## config.mk

```make
export PLATFORM = sky130hd
export DESIGN_NAME = apb_rr_master
export DESIGN_NICKNAME = d
export VERILOG_FILES = /design/src/rtl/apb_rr_master.sv
export SDC_FILE = /design/constraint.sdc
export NUM_CORES = 1
export LEC_CHECK = 0
export ABC_AREA = 1
export CAP_MARGIN = 30
export CELL_PAD_IN_SITES_DETAIL_PLACEMENT = 0
export CELL_PAD_IN_SITES_GLOBAL_PLACEMENT = 1
export CORE_MARGIN = 2
export CORE_UTILIZATION = 28
export DETAILED_ROUTE_END_ITERATION = 8
export PLACE_DENSITY_LB_ADDON = 0.1
export REMOVE_ABC_BUFFERS = 1
export SLEW_MARGIN = 5
export SYNTH_ARGS = -nofsm -noshare
export SYNTH_HDL_FRONTEND = slang
export SYNTH_SLANG_ARGS = --single-unit
```

## constraint.sdc

```tcl
create_clock -name _PCLK -period 2.25 [get_ports _PCLK]
set_input_delay 0.45 -clock _PCLK [delete_from_list [all_inputs] [get_ports _PCLK]]
set_output_delay 0.45 -clock _PCLK [all_outputs]
set_load 0.005 [all_outputs]
```

## src/rtl/apb_rr_master.sv

```systemverilog
// apb_rr_master: round-robin arbiter in front of an APB master sequencer.
// Runs single SETUP/ACCESS transfers, aborts on PREADY timeout and pulses a done to the winner.
`default_nettype none

module apb_rr_master #(
  parameter int NREQ    = 2,
  parameter int AW      = 32,
  parameter int DW      = 32,
  parameter int TIMEOUT = 16
) (
  input  logic            _PCLK,
  input  logic            _PRESETn,
  input  logic [NREQ-1:0] req_valid,
  input  logic [NREQ-1:0] req_write,
  input  logic [NREQ*AW-1:0] req_addr,
  input  logic [NREQ*DW-1:0] req_wdata,
  output logic [NREQ-1:0] rsp_done,
  output logic [DW-1:0]   rsp_rdata,
  output logic            rsp_err,
  output logic            _PSEL1,
  output logic            _PENABLE,
  output logic            _PWRITE,
  output logic [AW-1:0]   _PADDR,
  output logic [DW-1:0]   _PWDATA,
  input  logic [DW-1:0]   _PRDATA,
  input  logic            _PREADY,
  input  logic            _PSLVERR
);

  localparam int IW = (NREQ > 1) ? $clog2(NREQ) : 1;
  localparam int CW = $clog2(TIMEOUT) + 1;

  typedef enum logic [1:0] {
    S_IDLE   = 2'd0,
    S_SETUP  = 2'd1,
    S_ACCESS = 2'd2
  } state_e;

  state_e          state_q;
  logic [IW-1:0]   ptr_q;
  logic [IW-1:0]   win_q;
  logic [CW-1:0]   cnt_q;
  logic            psel_q;
  logic            penable_q;
  logic            pwrite_q;
  logic [AW-1:0]   paddr_q;
  logic [DW-1:0]   pwdata_q;
  logic [NREQ-1:0] done_q;
  logic [DW-1:0]   rdata_q;
  logic            err_q;

  logic            complete;
  logic            abort;
  logic            grant;
  logic [NREQ-1:0] win_oh;
  logic [NREQ-1:0] arb_req;
  logic            arb_any;
  logic [IW-1:0]   arb_idx;
  logic [IW-1:0]   arb_cand;
  logic [IW-1:0]   ptr_d;
  int              arb_sum;

  assign complete = (state_q == S_ACCESS) && _PREADY;
  assign abort    = (state_q == S_ACCESS) && !_PREADY && (cnt_q == CW'(TIMEOUT - 1));
  assign win_oh   = NREQ'(1) << win_q;
  // The completing requester still shows its old valid on the completion edge.
  assign arb_req  = req_valid & ~(complete ? win_oh : '0);
  assign grant    = ((state_q == S_IDLE) || complete) && arb_any;
  assign ptr_d    = (arb_idx == IW'(NREQ - 1)) ? '0 : arb_idx + 1'b1;

  // Scan downward so the candidate closest to the pointer is assigned last.
  always_comb begin
    arb_any  = 1'b0;
    arb_idx  = '0;
    arb_cand = '0;
    arb_sum  = 0;
    for (int k = NREQ - 1; k >= 0; k--) begin
      arb_sum = int'(ptr_q) + k;
      if (arb_sum >= NREQ) arb_sum = arb_sum - NREQ;
      arb_cand = IW'(arb_sum);
      if (arb_req[arb_cand]) begin
        arb_any = 1'b1;
        arb_idx = arb_cand;
      end
    end
  end

  always_ff @(posedge _PCLK or negedge _PRESETn) begin
    if (!_PRESETn) begin
      state_q   <= S_IDLE;
      ptr_q     <= '0;
      win_q     <= '0;
      cnt_q     <= '0;
      psel_q    <= 1'b0;
      penable_q <= 1'b0;
      pwrite_q  <= 1'b0;
      paddr_q   <= '0;
      pwdata_q  <= '0;
      done_q    <= '0;
      rdata_q   <= '0;
      err_q     <= 1'b0;
    end else begin
      done_q <= '0;
      err_q  <= 1'b0;
      case (state_q)
        S_SETUP: begin
          penable_q <= 1'b1;
          state_q   <= S_ACCESS;
        end
        S_ACCESS: begin
          if (complete) begin
            done_q    <= win_oh;
            err_q     <= _PSLVERR;
            rdata_q   <= pwrite_q ? '0 : _PRDATA;
            state_q   <= S_IDLE;
            psel_q    <= 1'b0;
            penable_q <= 1'b0;
          end else if (abort) begin
            done_q    <= win_oh;
            err_q     <= 1'b1;
            rdata_q   <= '0;
            state_q   <= S_IDLE;
            psel_q    <= 1'b0;
            penable_q <= 1'b0;
          end else begin
            cnt_q <= cnt_q + 1'b1;
          end
        end
        default: state_q <= S_IDLE;
      endcase
      // A grant overrides the IDLE fall-back above, giving back-to-back SETUP.
      if (grant) begin
        state_q   <= S_SETUP;
        psel_q    <= 1'b1;
        penable_q <= 1'b0;
        win_q     <= arb_idx;
        ptr_q     <= ptr_d;
        cnt_q     <= '0;
        pwrite_q  <= req_write[arb_idx];
        paddr_q   <= req_addr[arb_idx*AW +: AW];
        if (req_write[arb_idx]) pwdata_q <= req_wdata[arb_idx*DW +: DW];
      end
    end
  end

  assign rsp_done  = done_q;
  assign rsp_rdata = rdata_q;
  assign rsp_err   = err_q;
  assign _PSEL1    = psel_q;
  assign _PENABLE  = penable_q;
  assign _PWRITE   = pwrite_q;
  assign _PADDR    = paddr_q;
  assign _PWDATA   = pwdata_q;

endmodule

`default_nettype wire
```

==> flow_summary.yaml <==
sta:
  skew_ps: 6.39
  final-setup-viol-count: 0
  max_freq_mhz: 517
  setup_ws_ps: 316
  tns_ps: 0
  worst_pin_slew_ps: 747
  period_share: 0.859
  fin_crit_ps: 1930
  hold_viol: 0
  grt_setup_unrepaired: "no"
  slew_viol_final: 0
  slew_headroom: 0.502
global_route:
  antenna_found_initial: 0
  grt_max_degree: 112
  grt_overflow_total: 0
  grt.total_usage: 0.184
  grt_pass1_vias: 5495
  grt_pass1_wl_mm: 29.0
clock_tree:
  clock_latency_ps: 350
  clock-sinks: 111
  clockBufferDepth: 2
  cts_resized: 0
  htree_levels: 3
  cts_setup_buffers: 0
  cts-hold-fix-buffers: 0
  numCtsBuffers: 9
  cts_root_buf: "clkbuf_16"
  cts_tree: "built"
  clk_pin_slew_ps: 70
critical_path:
  crit_type: "in -> reg"
  cp-end-kind: "flop"
  setup.worst_path.start_class: "primary input"
  crit_required_ps: 2540
  worstPathArrival_ps: 2230
  crit_fanout: 64
yosys:
  avgSynthCellArea_um2: 8.30
  ys.flop_type: "dfrtp_1"
  ys_types: 22
  async_flop_share: 1.00
  synth.top_cell.area_share: 0.527
  seq_area_frac_synth: 0.527
  synth.top_cells.by_count: "204 x nand2_1, 131 x nand3_1, 111 x dfrtp_1"
  syn_inst: 635
  syn_area_um2: 5270
  synth-seq-cells: 111
  synth_edf_count: 0
  yosysTopAreaCell: "dfrtp_1"
  yosysMostFrequentCell: "nand2_1"
  yosysWarnings: 0
  synthTopCellsByArea: "dfrtp_1 53%, nand2_1 15%, nand3_1 12%, nand4_1 4.2%, o21ai_0 3.0%"
run:
  drv_cap: 0
floorplan:
  start_util: 0.284
  num_io_pins: 270
  die_h_um: 141
  die_w_um: 141
  dieArea_um2: 19900
  row_count: 50
  core_area_um2: 18600
power:
  power_mw: 9.46
  power_frac_seq: 0.353
  power_frac_clock: 0.181
  netSwitchingFraction: 0.349
  p_int_mw: 6.16
  power.leakage_nw: 3.95
  pwr-share-comb: 0.466
  ir_drop_v: 0.000460
  p_sw_mw: 3.31
  power-per-cell-area_nw_per_um2: 1120
outcome:
  outcome: "completed"
cells_and_area:
  drive_above_1_share: 0.0495
  final_nets: 1053
  diodes: 0
  syn2layout_area_growth_pct: 60.1
  fin_area_um2: 8440
route:
  first_pass_iters: 4
  viasPerCell: 4.66
  drc_errors: 0
  drt_iter0_markers: 260
  drt-wirelength-per-cell_um: 16.2
  drt_wl_total_mm: 18.2
  num_vias: 5231
  antenna_left: 0
place:
  gp_congestion: 0.823
  hpwl_mm: 12.3
  port_buffers: 269
  place_ws_ps: -38.5
  placed_cell_area_um2: 8120
worst_hold_path:
  hold_class: "in -> async"
-- cells by family after synthesis --
group	after synthesis	share of synthesized area
XOR/XNOR	3	0.00499
flip-flops	111	0.527
AO/OA/AOI/OAI	40	0.0406
adder cells (fa/ha/maj)	2	0.00475
AND/OR/NAND/NOR	388	0.330
buffers and inverters	91	0.0931
-- critical path: stages --
cell	delay, ps
clkdlybuf4s50_1	450
nand4_1	120
nand2_1	100
inv_2	80
buf_4	600
nand3_1	160
nand2_1	100
nand3_1	70
nand2_1	70
-- worst paths after layout --
path                       slack (ps)        start  depth (start not counted)            to
setup / recovery                  320      _PREADY                          9   _PWDATA[12]
hold / removal                    160     _PRESETn                          2  rsp_rdata[6]
setup reg to reg                  350     cnt_q[0]                          9      cnt_q[3]
hold reg to reg                   470  _PWDATA[20]                          2   _PWDATA[20]
max in group asynchronous        1610     _PRESETn                          2    _PADDR[23]
min in group _PCLK                470  _PWDATA[20]                          2   _PWDATA[20]
-- metrics by stage --
stage,std cells,hold WS (ps),utilization
finish,1122,156,0.454
global route,1122,197,0.454
CTS,1122,196,0.454
detailed placement,1106,458,0.437
global placement,1106,454,0.437
floorplan,588,154,-
-- power groups by stage --
stage | clock (mW) | combinational, mW | sequential, mW
after global placement | 0 | 4.43 | 3.35
after floorplan | 0 | 1.57 | 3.39
after global routing | 1.88 | 4.87 | 3.45
after detailed placement | 0 | 4.48 | 3.36
after CTS | 1.79 | 4.49 | 3.35
final | 1.72 | 4.41 | 3.34
-- placed cells by master (no fill, tap or decap), types with 2 or more instances in the layout --
cell type        count
xor2_1               3
inv_2                5
nand3_1            130
clkinvlp_4           2
ha_1                 2
a21oi_1              2
clkbuf_16            9
nand2_1            203
inv_1               39
clkinv_2             2
nand4_1             35
bufinv_16            2
buf_12               6
nor2_1              12
clkdlybuf4s50_1    268
o21ai_1              4
nand2_2              3
buf_4               10
nand2_4              2
dfrtp_1            111
o21ai_0             32
-- area by class of cell --
cell class	instances	area, µm²
clock buffers	10	229
clock inverters	6	85.1
fillers	1828	10100
inverters	44	165
multi-input cells	433	2010
flip-flops and latches	111	2780
well taps	234	293
repair buffers	284	2880
-- registers in the layout, indices dropped and copies added (netlist names) --
signal / cells
_PSEL1: 1
_PWDATA: 32
ptr_q: 1
rsp_err: 1
_PWRITE: 1
_PADDR: 32
state_q: 2
cnt_q: 5
_PENABLE: 1
rsp_done: 2
win_q: 1
rsp_rdata: 32
-- metal layers --
| metal | track usage | vias up | share of wire | wire length (µm) |
|---|---|---|---|---|
| met5 | 0 | - | 0 | 0 |
| met4 | 0.0532 | 0 | 0.015 | 271 |
| met3 | 0.0557 | 19 | 0.079 | 1430 |
| met2 | 0.308 | 196 | 0.48 | 8690 |
| met1 | 0.230 | 2448 | 0.43 | 7770 |
| li1 | - | 2568 | - | - |
No activity file was read; power rests on OpenSTA's default activity.
